--- config.mk ---
export PLATFORM = sky130hd
export DESIGN_NAME = and_gate_env_mealy
export DESIGN_NICKNAME = d
export VERILOG_FILES = /design/src/rtl/and_gate_env_mealy.sv
export SDC_FILE = /design/constraint.sdc
export NUM_CORES = 1
export LEC_CHECK = 0
export ABC_AREA = 1
export BUFFER_PORTS_ARGS = -buffer_cell sky130_fd_sc_hd__buf_2
export CORE_MARGIN = 4
export CORE_UTILIZATION = 56
export CTS_BUF_LIST = sky130_fd_sc_hd__clkbuf_8 sky130_fd_sc_hd__clkbuf_16
export DETAILED_ROUTE_END_ITERATION = 16
export PLACE_DENSITY = 0.78
export SETUP_SLACK_MARGIN = 0.15
export SLEW_MARGIN = 15
export SYNTH_ARGS = -nofsm -noshare
export SYNTH_HDL_FRONTEND = slang
export SYNTH_SLANG_ARGS = --single-unit
--- constraint.sdc ---
create_clock -name clk -period 2.11 [get_ports clk]
set_input_delay 0.3165 -clock clk [delete_from_list [all_inputs] [get_ports clk]]
set_output_delay 0.3165 -clock clk [all_outputs]
set_load 0.05 [all_outputs]
--- src/rtl/and_gate_env_mealy.sv ---
// Stimulus environment that walks an AND gate through rise/fall handshake rounds and
// watches its output events. Optional macro AND_ENV_SPURIOUS_CHECK_EN flags stray events.
module and_gate_env_mealy #(
    parameter int ROUNDS  = 4,
    parameter int TIMEOUT = 15,
    parameter int ALT     = 1
) (
    input  logic       clk,
    input  logic       reset,
    input  logic       start,
    input  logic       out_P,
    input  logic       out_M,
    output logic       a_P,
    output logic       a_M,
    output logic       b_P,
    output logic       b_M,
    output logic       busy,
    output logic       done,
    output logic       err,
    output logic [7:0] rounds_done
);

    // state | meaning
    // IDLE  | waiting for start
    // A_UP  | pulse a_P
    // B_UP  | pulse b_P
    // W_OP  | wait for gate rising event (out_P)
    // X_DN  | pulse first-falling input's _M
    // W_OM  | wait for gate falling event (out_M)
    // Y_DN  | pulse the other input's _M, round complete
    // DONE  | one-cycle done pulse
    // ERR   | protocol/timeout error, held until start or reset
    typedef enum logic [3:0] {
        S_IDLE, S_A_UP, S_B_UP, S_W_OP, S_X_DN, S_W_OM, S_Y_DN, S_DONE, S_ERR
    } state_t;

    localparam logic [7:0] ROUNDS_L  = 8'(ROUNDS);
    localparam logic [7:0] TO_LAST_L = 8'(TIMEOUT - 1);

    state_t     r_state;
    logic [7:0] r_wait;
    logic [7:0] r_rounds;
    logic       r_a_p, r_a_m, r_b_p, r_b_m;
    logic       r_busy, r_done, r_err;

    logic       w_both;
    logic       w_spur;
    logic       w_to;
    logic       w_first_b;
    logic       w_run_start;
    state_t     w_next;

    assign w_both = out_P & out_M;
`ifdef AND_ENV_SPURIOUS_CHECK_EN
    assign w_spur = out_P | out_M;
`else
    assign w_spur = 1'b0;
`endif
    // Counter holds the number of event-less cycles already spent in this wait state.
    assign w_to      = (r_wait == TO_LAST_L);
    assign w_first_b = (ALT != 0) && r_rounds[0];

    function automatic state_t f_next(
        input state_t     st,
        input logic       i_start,
        input logic       i_op,
        input logic       i_om,
        input logic       i_both,
        input logic       i_spur,
        input logic       i_to,
        input logic [7:0] i_rounds
    );
        state_t n;
        n = st;
        case (st)
            S_IDLE: n = i_start ? S_A_UP : S_IDLE;
            S_A_UP: n = (i_both || i_spur) ? S_ERR : S_B_UP;
            S_B_UP: n = (i_both || i_spur) ? S_ERR : S_W_OP;
            S_W_OP: begin
                if (i_both || i_om)  n = S_ERR;
                else if (i_op)       n = S_X_DN;
                else if (i_to)       n = S_ERR;
                else                 n = S_W_OP;
            end
            S_X_DN: n = (i_both || i_spur) ? S_ERR : S_W_OM;
            S_W_OM: begin
                if (i_both || i_op)  n = S_ERR;
                else if (i_om)       n = S_Y_DN;
                else if (i_to)       n = S_ERR;
                else                 n = S_W_OM;
            end
            // rounds_done was already bumped on entry to Y_DN
            S_Y_DN: begin
                if (i_both || i_spur)          n = S_ERR;
                else if (i_rounds == ROUNDS_L) n = S_DONE;
                else                           n = S_A_UP;
            end
            S_DONE: n = i_both ? S_ERR : S_IDLE;
            S_ERR: begin
                if (i_both)       n = S_ERR;
                else if (i_start) n = S_A_UP;
                else              n = S_ERR;
            end
            default: n = S_IDLE;
        endcase
        return n;
    endfunction

    assign w_next = f_next(r_state, start, out_P, out_M, w_both, w_spur, w_to, r_rounds);
    assign w_run_start = (w_next == S_A_UP) && ((r_state == S_IDLE) || (r_state == S_ERR));

    // Outputs are registered from the next state so they line up with the state they decode.
    always_ff @(posedge clk or posedge reset) begin
        if (reset) begin
            r_state  <= S_IDLE;
            r_wait   <= 8'd0;
            r_rounds <= 8'd0;
            r_a_p    <= 1'b0;
            r_a_m    <= 1'b0;
            r_b_p    <= 1'b0;
            r_b_m    <= 1'b0;
            r_busy   <= 1'b0;
            r_done   <= 1'b0;
            r_err    <= 1'b0;
        end else begin
            r_state <= w_next;

            if (((r_state == S_W_OP) || (r_state == S_W_OM)) && (w_next == r_state))
                r_wait <= r_wait + 8'd1;
            else
                r_wait <= 8'd0;

            if (w_run_start)
                r_rounds <= 8'd0;
            else if ((w_next == S_Y_DN) && (r_rounds != ROUNDS_L))
                r_rounds <= r_rounds + 8'd1;

            r_a_p  <= (w_next == S_A_UP);
            r_b_p  <= (w_next == S_B_UP);
            r_a_m  <= ((w_next == S_X_DN) && !w_first_b) || ((w_next == S_Y_DN) && w_first_b);
            r_b_m  <= ((w_next == S_X_DN) && w_first_b)  || ((w_next == S_Y_DN) && !w_first_b);
            r_busy <= (w_next != S_IDLE) && (w_next != S_DONE) && (w_next != S_ERR);
            r_done <= (w_next == S_DONE);
            r_err  <= (w_next == S_ERR);
        end
    end

    assign a_P         = r_a_p;
    assign a_M         = r_a_m;
    assign b_P         = r_b_p;
    assign b_M         = r_b_m;
    assign busy        = r_busy;
    assign done        = r_done;
    assign err         = r_err;
    assign rounds_done = r_rounds;

endmodule

== After elaboration in Yosys (flattened, before gate mapping) ==
Cells that the tools add are included.

* Add/sub/neg operators: 2
* Equal/unequal tests: 20
* Mux-type cells: 19
* Bitwise gates (word level): 1
* Reductions and logical operators: 19

{| class="wikitable"
|+ Operator list
! cell !! count
|-
| $mux W4 || 13
|-
| $pmux W4 S9 || 1
|-
| $eq A4 B3 Y1 const B || 7
|-
| $mux W8 || 3
|-
| $add A8 B1 Y8 const B || 2
|-
| $eq A4 B2 Y1 const B || 3
|-
| $logic_and A1 B1 Y1 || 9
|-
| $eq A4 B1 Y1 const B || 2
|-
| $eq A4 B4 Y1 const B || 2
|-
| $eq A8 B3 Y1 const B || 1
|-
| $eq A8 B4 Y1 const B || 1
|-
| $ne A8 B3 Y1 const B || 1
|-
| $logic_or A1 B1 Y1 || 6
|-
| $eq A4 B4 Y1 || 1
|-
| $logic_not A4 Y1 || 1
|-
| $ne A4 B3 Y1 const B || 1
|-
| $ne A4 B4 Y1 const B || 1
|-
| $reduce_bool A4 Y1 || 1
|-
| $mux W3 || 1
|-
| $reduce_bool A2 Y1 || 1
|-
| $and A1 B1 Y1 || 1
|-
| $logic_not A1 Y1 || 1
|-
| $mux W1 || 1
|}

* Register bits after elaboration: 27
* Bits of input ports: 5
* Output and inout port bits: 15
* Word-level logic and storage cells: 71

== Logic depth before layout (Yosys ltp) ==
* Depth after elaboration: 9
* Mapped depth: 13
* Mapped depth without buffers: 13

== Worst setup path before layout ==
No wires, ideal clock.

* Kind: reg2reg
* Start point: register r_rounds[0], in the netlist rounds_done[0]
* End point: register r_rounds[2], in the netlist rounds_done[2]
* Setup time: 0.114 ns
* Arrival time: 1.852 ns
* Required time: 1.996 ns
* Slack: 0.144 ns
* Cell stages (with the launch flop): 13
* Buffers on the path: 0
* Clock period less this slack: 1.966 ns
* Cell sequence: dfrtp_1 inv_1 ha_1 nand3_1 nor2_1 inv_1 nor2_2 nor2_1 nand2_2 nor2_2 nand3_4 nand2_1 nor2_1

* Cells in the longest elaborated chain, start to end: 7
* Elaborated cells on any way between the ends: 13
* Classes of those cells: add/sub: 1; eq/ne: 4; mux: 5; reduce/logical: 3

{| class="wikitable"
|+ RTL lines
! element !! line !! text
|-
| from (decl) || 42 || <nowiki>logic [7:0] r_rounds;</nowiki>
|-
| from (signal assigned) || 136 || <nowiki>r_rounds <= r_rounds + 8'd1;</nowiki>
|-
| $eq A8 B3 Y1 (*) || 95 || <nowiki>else if (i_rounds == ROUNDS_L) n = S_DONE;</nowiki>
|-
| $mux W3 (*) || 95 ||
|-
| $mux W4 (*) || 94 || <nowiki>if (i_both || i_spur) n = S_ERR;</nowiki>
|-
| $pmux W4 S9 (*) || 75 || <nowiki>case (st)</nowiki>
|-
| via w_next[2] || 51 || <nowiki>state_t w_next;</nowiki>
|-
| $eq A4 B1 Y1 or $eq A4 B3 Y1 (tied branches) || 110, 135 ||
|-
| $logic_and A1 B1 Y1, on equally long branches || 110, 135 ||
|-
| $mux W8 or $reduce_bool A2 Y1 (tied branches) || - ||
|}

The timed path passes the listed nets; every way through them passes the cells marked *. The select of a mux whose other input is x is not followed.
A chain may end at the register's enable or synchronous reset.

== Worst setup path after layout ==
* Start point: register r_wait[0]
* End point: register r_busy, in the netlist busy

* Cells in the longest elaborated chain, start to end: 8
* Elaborated cells on any way between the ends: 13
* Classes of those cells: eq/ne: 3; mux: 7; reduce/logical: 3

{| class="wikitable"
|+ RTL lines
! element !! line !! text
|-
| from (decl) || 41 || <nowiki>logic [7:0] r_wait;</nowiki>
|-
| from (signal assigned) || 129 || <nowiki>r_wait <= r_wait + 8'd1;</nowiki>
|-
| $eq A8 B4 Y1 (*) || 60 || <nowiki>assign w_to = (r_wait == TO_LAST_L);</nowiki>
|-
| $mux W4, on equally long branches || 89, 82 ||
|-
| $mux W4, on equally long branches || 88, 81 ||
|-
| $mux W4, on equally long branches || 87, 80 ||
|-
| $pmux W4 S9 (*) || 75 ||
|-
| $ne A4 B3 Y1 or $reduce_bool A4 Y1 (tied branches) || 142 || <nowiki>r_busy <= (w_next != S_IDLE) && (w_next != S_DONE) && (w_next != S_ERR);</nowiki>
|-
| $logic_and A1 B1 Y1 || 142 ||
|-
| $logic_and A1 B1 Y1 (*) || 142 ||
|-
| to (signal assigned) || 142 ||
|-
| to (decl) || 44 || <nowiki>logic r_busy, r_done, r_err;</nowiki>
|}

Every way passes the cells marked *; elsewhere a longest branch is shown, timed or not.

==> results list <==
* Initial antenna violation count: 0
- CTS sink cnt: 27
- Placed wire-length estimate: between 2 and 2.5 mm
* Post-synthesis instance total: 200
- The count of endpoints failing hold in the final timing report is 0.
* Gate family responsible for the most delay along the worst path: simple AND/OR/NAND/NOR gates
* Share of synthesized registers carrying an async set or reset: 1.000
* Ratio of routed vias to standard cells: 5.218
- Final slew viol count: 0
* Clock period minus final worst setup slack: about 1.8 ns
* Most used DFF post-synth: sky130_fd_sc_hd__dfrtp_1
- Top area cells in the synthesized netlist: sky130_fd_sc_hd__dfrtp_1, sky130_fd_sc_hd__nand2_1, sky130_fd_sc_hd__inv_1
- Pwr per Cell Area: between 1000 and 1500 nW/µm²
- At the pin with the least slew margin, the transition time is roughly 0.38 ns.
* Post-DRT Antenna Nets: 0
* Distinct cells, synth: 23
- The cell area that synthesis handed to floorplanning was between 1500 and 2000 µm².
- Crit path arrival time: 1.96 ns
* Type of the tightest min-delay check: input pin to flip-flop
- Worst reg2reg path endpoint: busy
* Final setup TNS: 0 ns
- The worst pin sits at a relative slew slack of 0.7448.
- Most frequent cell after synthesis: sky130_fd_sc_hd__nand2_1
* Commonest cells in the netlist: sky130_fd_sc_hd__nand2_1, sky130_fd_sc_hd__inv_1, sky130_fd_sc_hd__dfrtp_1, sky130_fd_sc_hd__nor2_1, sky130_fd_sc_hd__nand3_1
* Final critical-path share of the clock period: 0.8463
- Relative to the synthesized area, the layout overhead comes to 14.18%.
- Largest fanout on the critical path: 5
- Wire length per cell after detailed routing: 12.88 µm
* Startpoint class of the critical path: flip-flop
- Nature of the critical path endpoint: flip-flop
- The initial utilization of the core area, before any placement, comes to 0.6032.
* Antenna fix cells: 0
* Row cnt: 18
- Worst IR Drop VDD: a little under 0.8 mV
- Total power for the finished layout comes to 0.001987 W.
- Cell leakage power: 0.9384 nW
- Derived from the worst setup path, the maximum achievable clock frequency is roughly 0.56 GHz.
* Flip-flop and latch count after synthesis: 27
- Cell area after layout: 1753 µm²
- Clock latency at the later pin of the worst-skew pair: between 0.2 and 0.3 ns
- Total Routed Length: about 3.3 mm
- For this run, the post-layout net count is about 240.
* Via count: between 1,000 and 1,500
- Counting both buffers and inverters, the worst setup path holds a total of 3.
- For this run, the register share of the synthesized area comes to 0.4401.
- Max-cap violations: 0
- Startpoint of the most critical register-to-register path: r_wait[0]
- For hold timing, the worst endpoint is a_M.
* Most frequent CP cell: sky130_fd_sc_hd__inv_1
- Die Y-Extent: between 60 and 70 µm
* Origin of the worst min-delay path: out_P
* RSZ-0062 raised after global routing: no
- Clock tree synthesis inserted a total of 3 buffers.
* First-pass GRT wire length: around 5.5 mm
- Share of layout cells above drive strength 1: 0.2379
* Die ar.: 3643 µm²
* Fraction of post-synthesis cell area in the top cell type by area: 0.4401
- Cell depth of the worst flop-to-flop path: 11
- TritonCTS built the clock tree.
* Placed cell areas: about 1700 µm²
- The count of buffers added on input and output ports is 19.
* Start-to-end type of the worst setup path: flip-flop to flip-flop
* Slowest Stage Delay on Critical Path: approximately 0.43 ns
- Across every metal layer, demand over resource in global routing totals 0.1989.
- The number of nets in the synthesized netlist is between 200 and 250.
* EDFF count, synth: 0
* Register-to-register setup slack: between 0.3 and 0.4 ns
* WHS Path Cells: 3
- The flow ran to the end, and the final reports show no timing, DRC or antenna violations.
- The detailed router finished its first iteration with approximately 80 violations.
- Crit path required time: approximately 2.3 ns
- sky130_fd_sc_hd__dfrtp_1 takes more of the synthesized area than any other cell.
- Pin placement for this block handled 20 I/O pins.
* Average footprint of a synthesized cell: 7.676 µm²
- Clk_skew: between 0.002 and 0.0025 ns
* Cell Chain, Critical Path: inv_1 > ha_1 > inv_1 > nor2_1 > nand3_2 > nand3_1 > nor2_4 > nor2_2 > nand4_1 > o21ai_1 > inv_1
- CTS built an H-tree with a depth of 1.
- Vias in the first global route: 1,310
- Core box area: around 2500 µm²
* Cell at the slowest stage of the critical path: sky130_fd_sc_hd__dfrtp_1
* Overflow after GRT: 0
- Longest Clk Path Bufs: 2
- Final weighted congestion of routability-driven global placement: about 0.84
- Setup violations remaining at the end of the flow were counted as 0.
- Yosys printed 0 warnings.
- Chip Width: between 60 and 70 µm
- Entering global routing, the biggest net connects 21 pins.
- Root buf cell: sky130_fd_sc_hd__clkbuf_8
- Clock-pin slew was measured on the worst setup and hold paths at approximately 0.09 ns.
- Number of iterations in the first detailed-routing pass: 4
- After detailed routing, the number of remaining DRC violations is 0.
==> cell families (layout without fill, tap and decap cells) <==
| family | after synthesis | count (layout) | synth area share |
|---|---|---|---|
| xor gates and xnor gates | 4 | 4 | 0.02282 |
| DFF | 27 | 27 | 0.4401 |
| adders and majority gates | 4 | 4 | 0.03260 |
| AOI/OAI and AO/OA | 18 | 18 | 0.06275 |
| and+or+nand+nor | 110 | 110 | 0.3513 |
| buffers and inverters | 37 | 64 | 0.09047 |
==> through the flow <==
step | worst slack [ns] | utilization | std cells | hold slack [ns]
final | 0.3244 | 0.6888 | 257 | 0.4394
after floorplan | 0.2582 | - | 200 | 0.3691
after CTS | 0.3087 | 0.6809 | 255 | 0.4412
after detailed placement | 0.3264 | 0.6588 | 250 | 0.2804
after global placement | 0.4121 | 0.6588 | 250 | 0.2629
after global routing | 0.1225 | 0.6888 | 257 | 0.4551
==> layout make-up <==
class,count,area (µm²)
clock buffers,3,41.29
clock inverters,1,5.005
fillers,225,792.0
inverters,37,138.9
multi-input cells,136,725.7
flip-flops and latches,27,676.9
well taps,30,37.54
repair buffers,23,127.6
==> where the power goes <==
group	internal (W)	total, W	switching (W)
clock	0.000132	0.000297	0.000164
sequential	0.000622	0.000713	0.0000912
combinational	0.000265	0.000977	0.000712
total	0.00102	0.00199	0.000968
==> how the worst max path moves through the flow <==
stage,from,end,slack [ns],cells past startpoint
floorplan,rounds_done[1],rounds_done[2],0.26,12
global placement,rounds_done[0],rounds_done[4],0.41,12
detailed placement,rounds_done[0],rounds_done[1],0.33,12
CTS,rounds_done[0],rounds_done[1],0.31,12
global route,r_wait[0],rounds_done[5],0.12,13
finish,r_wait[0],busy,0.32,11
==> sequential cells by signal, summed over array words and instances (netlist names) <==
signal	flops
err	1
rounds_done	8
r_wait	8
done	1
b_M	1
a_M	1
r_state	4
busy	1
b_P	1
a_P	1
==> metal layers <==
metal | vias up | share of wire | global-route usage
li1 | 684 | - | -
met1 | 608 | 0.43 | 0.2469
met2 | 45 | 0.50 | 0.3441
met3 | 4 | 0.051 | 0.03404
met4 | 0 | 0.010 | 0.07911
met5 | - | 0 | 0
==> cell usage in the layout, fill, tap and decap left out, drive strengths merged <==
master / instances
dlygate4sd3: 1
nor3: 6
nor2: 34
clkbuf: 3
nor4: 1
buf: 22
xor2: 4
nand3: 23
dfrtp: 27
o21ai: 13
a21oi: 4
a21o: 1
inv: 37
nand2: 40
clkinv: 1
ha: 4
or2: 1
and3: 1
nand4: 4
==> worst min-delay path, delay by kind of cell <==
kind            cells  cell delay (ns)
simple gates        1             0.14
buf+inv             1             0.12
compound gates      1             0.09
==> what timing repair did <==
action	CTS	global route
resized for setup	0	1
hold endpoints to repair	7	0
setup endpoints to repair	0	5
hold buffers	1	0
setup buffers	0	2
Power figures use the tool's default switching activity.
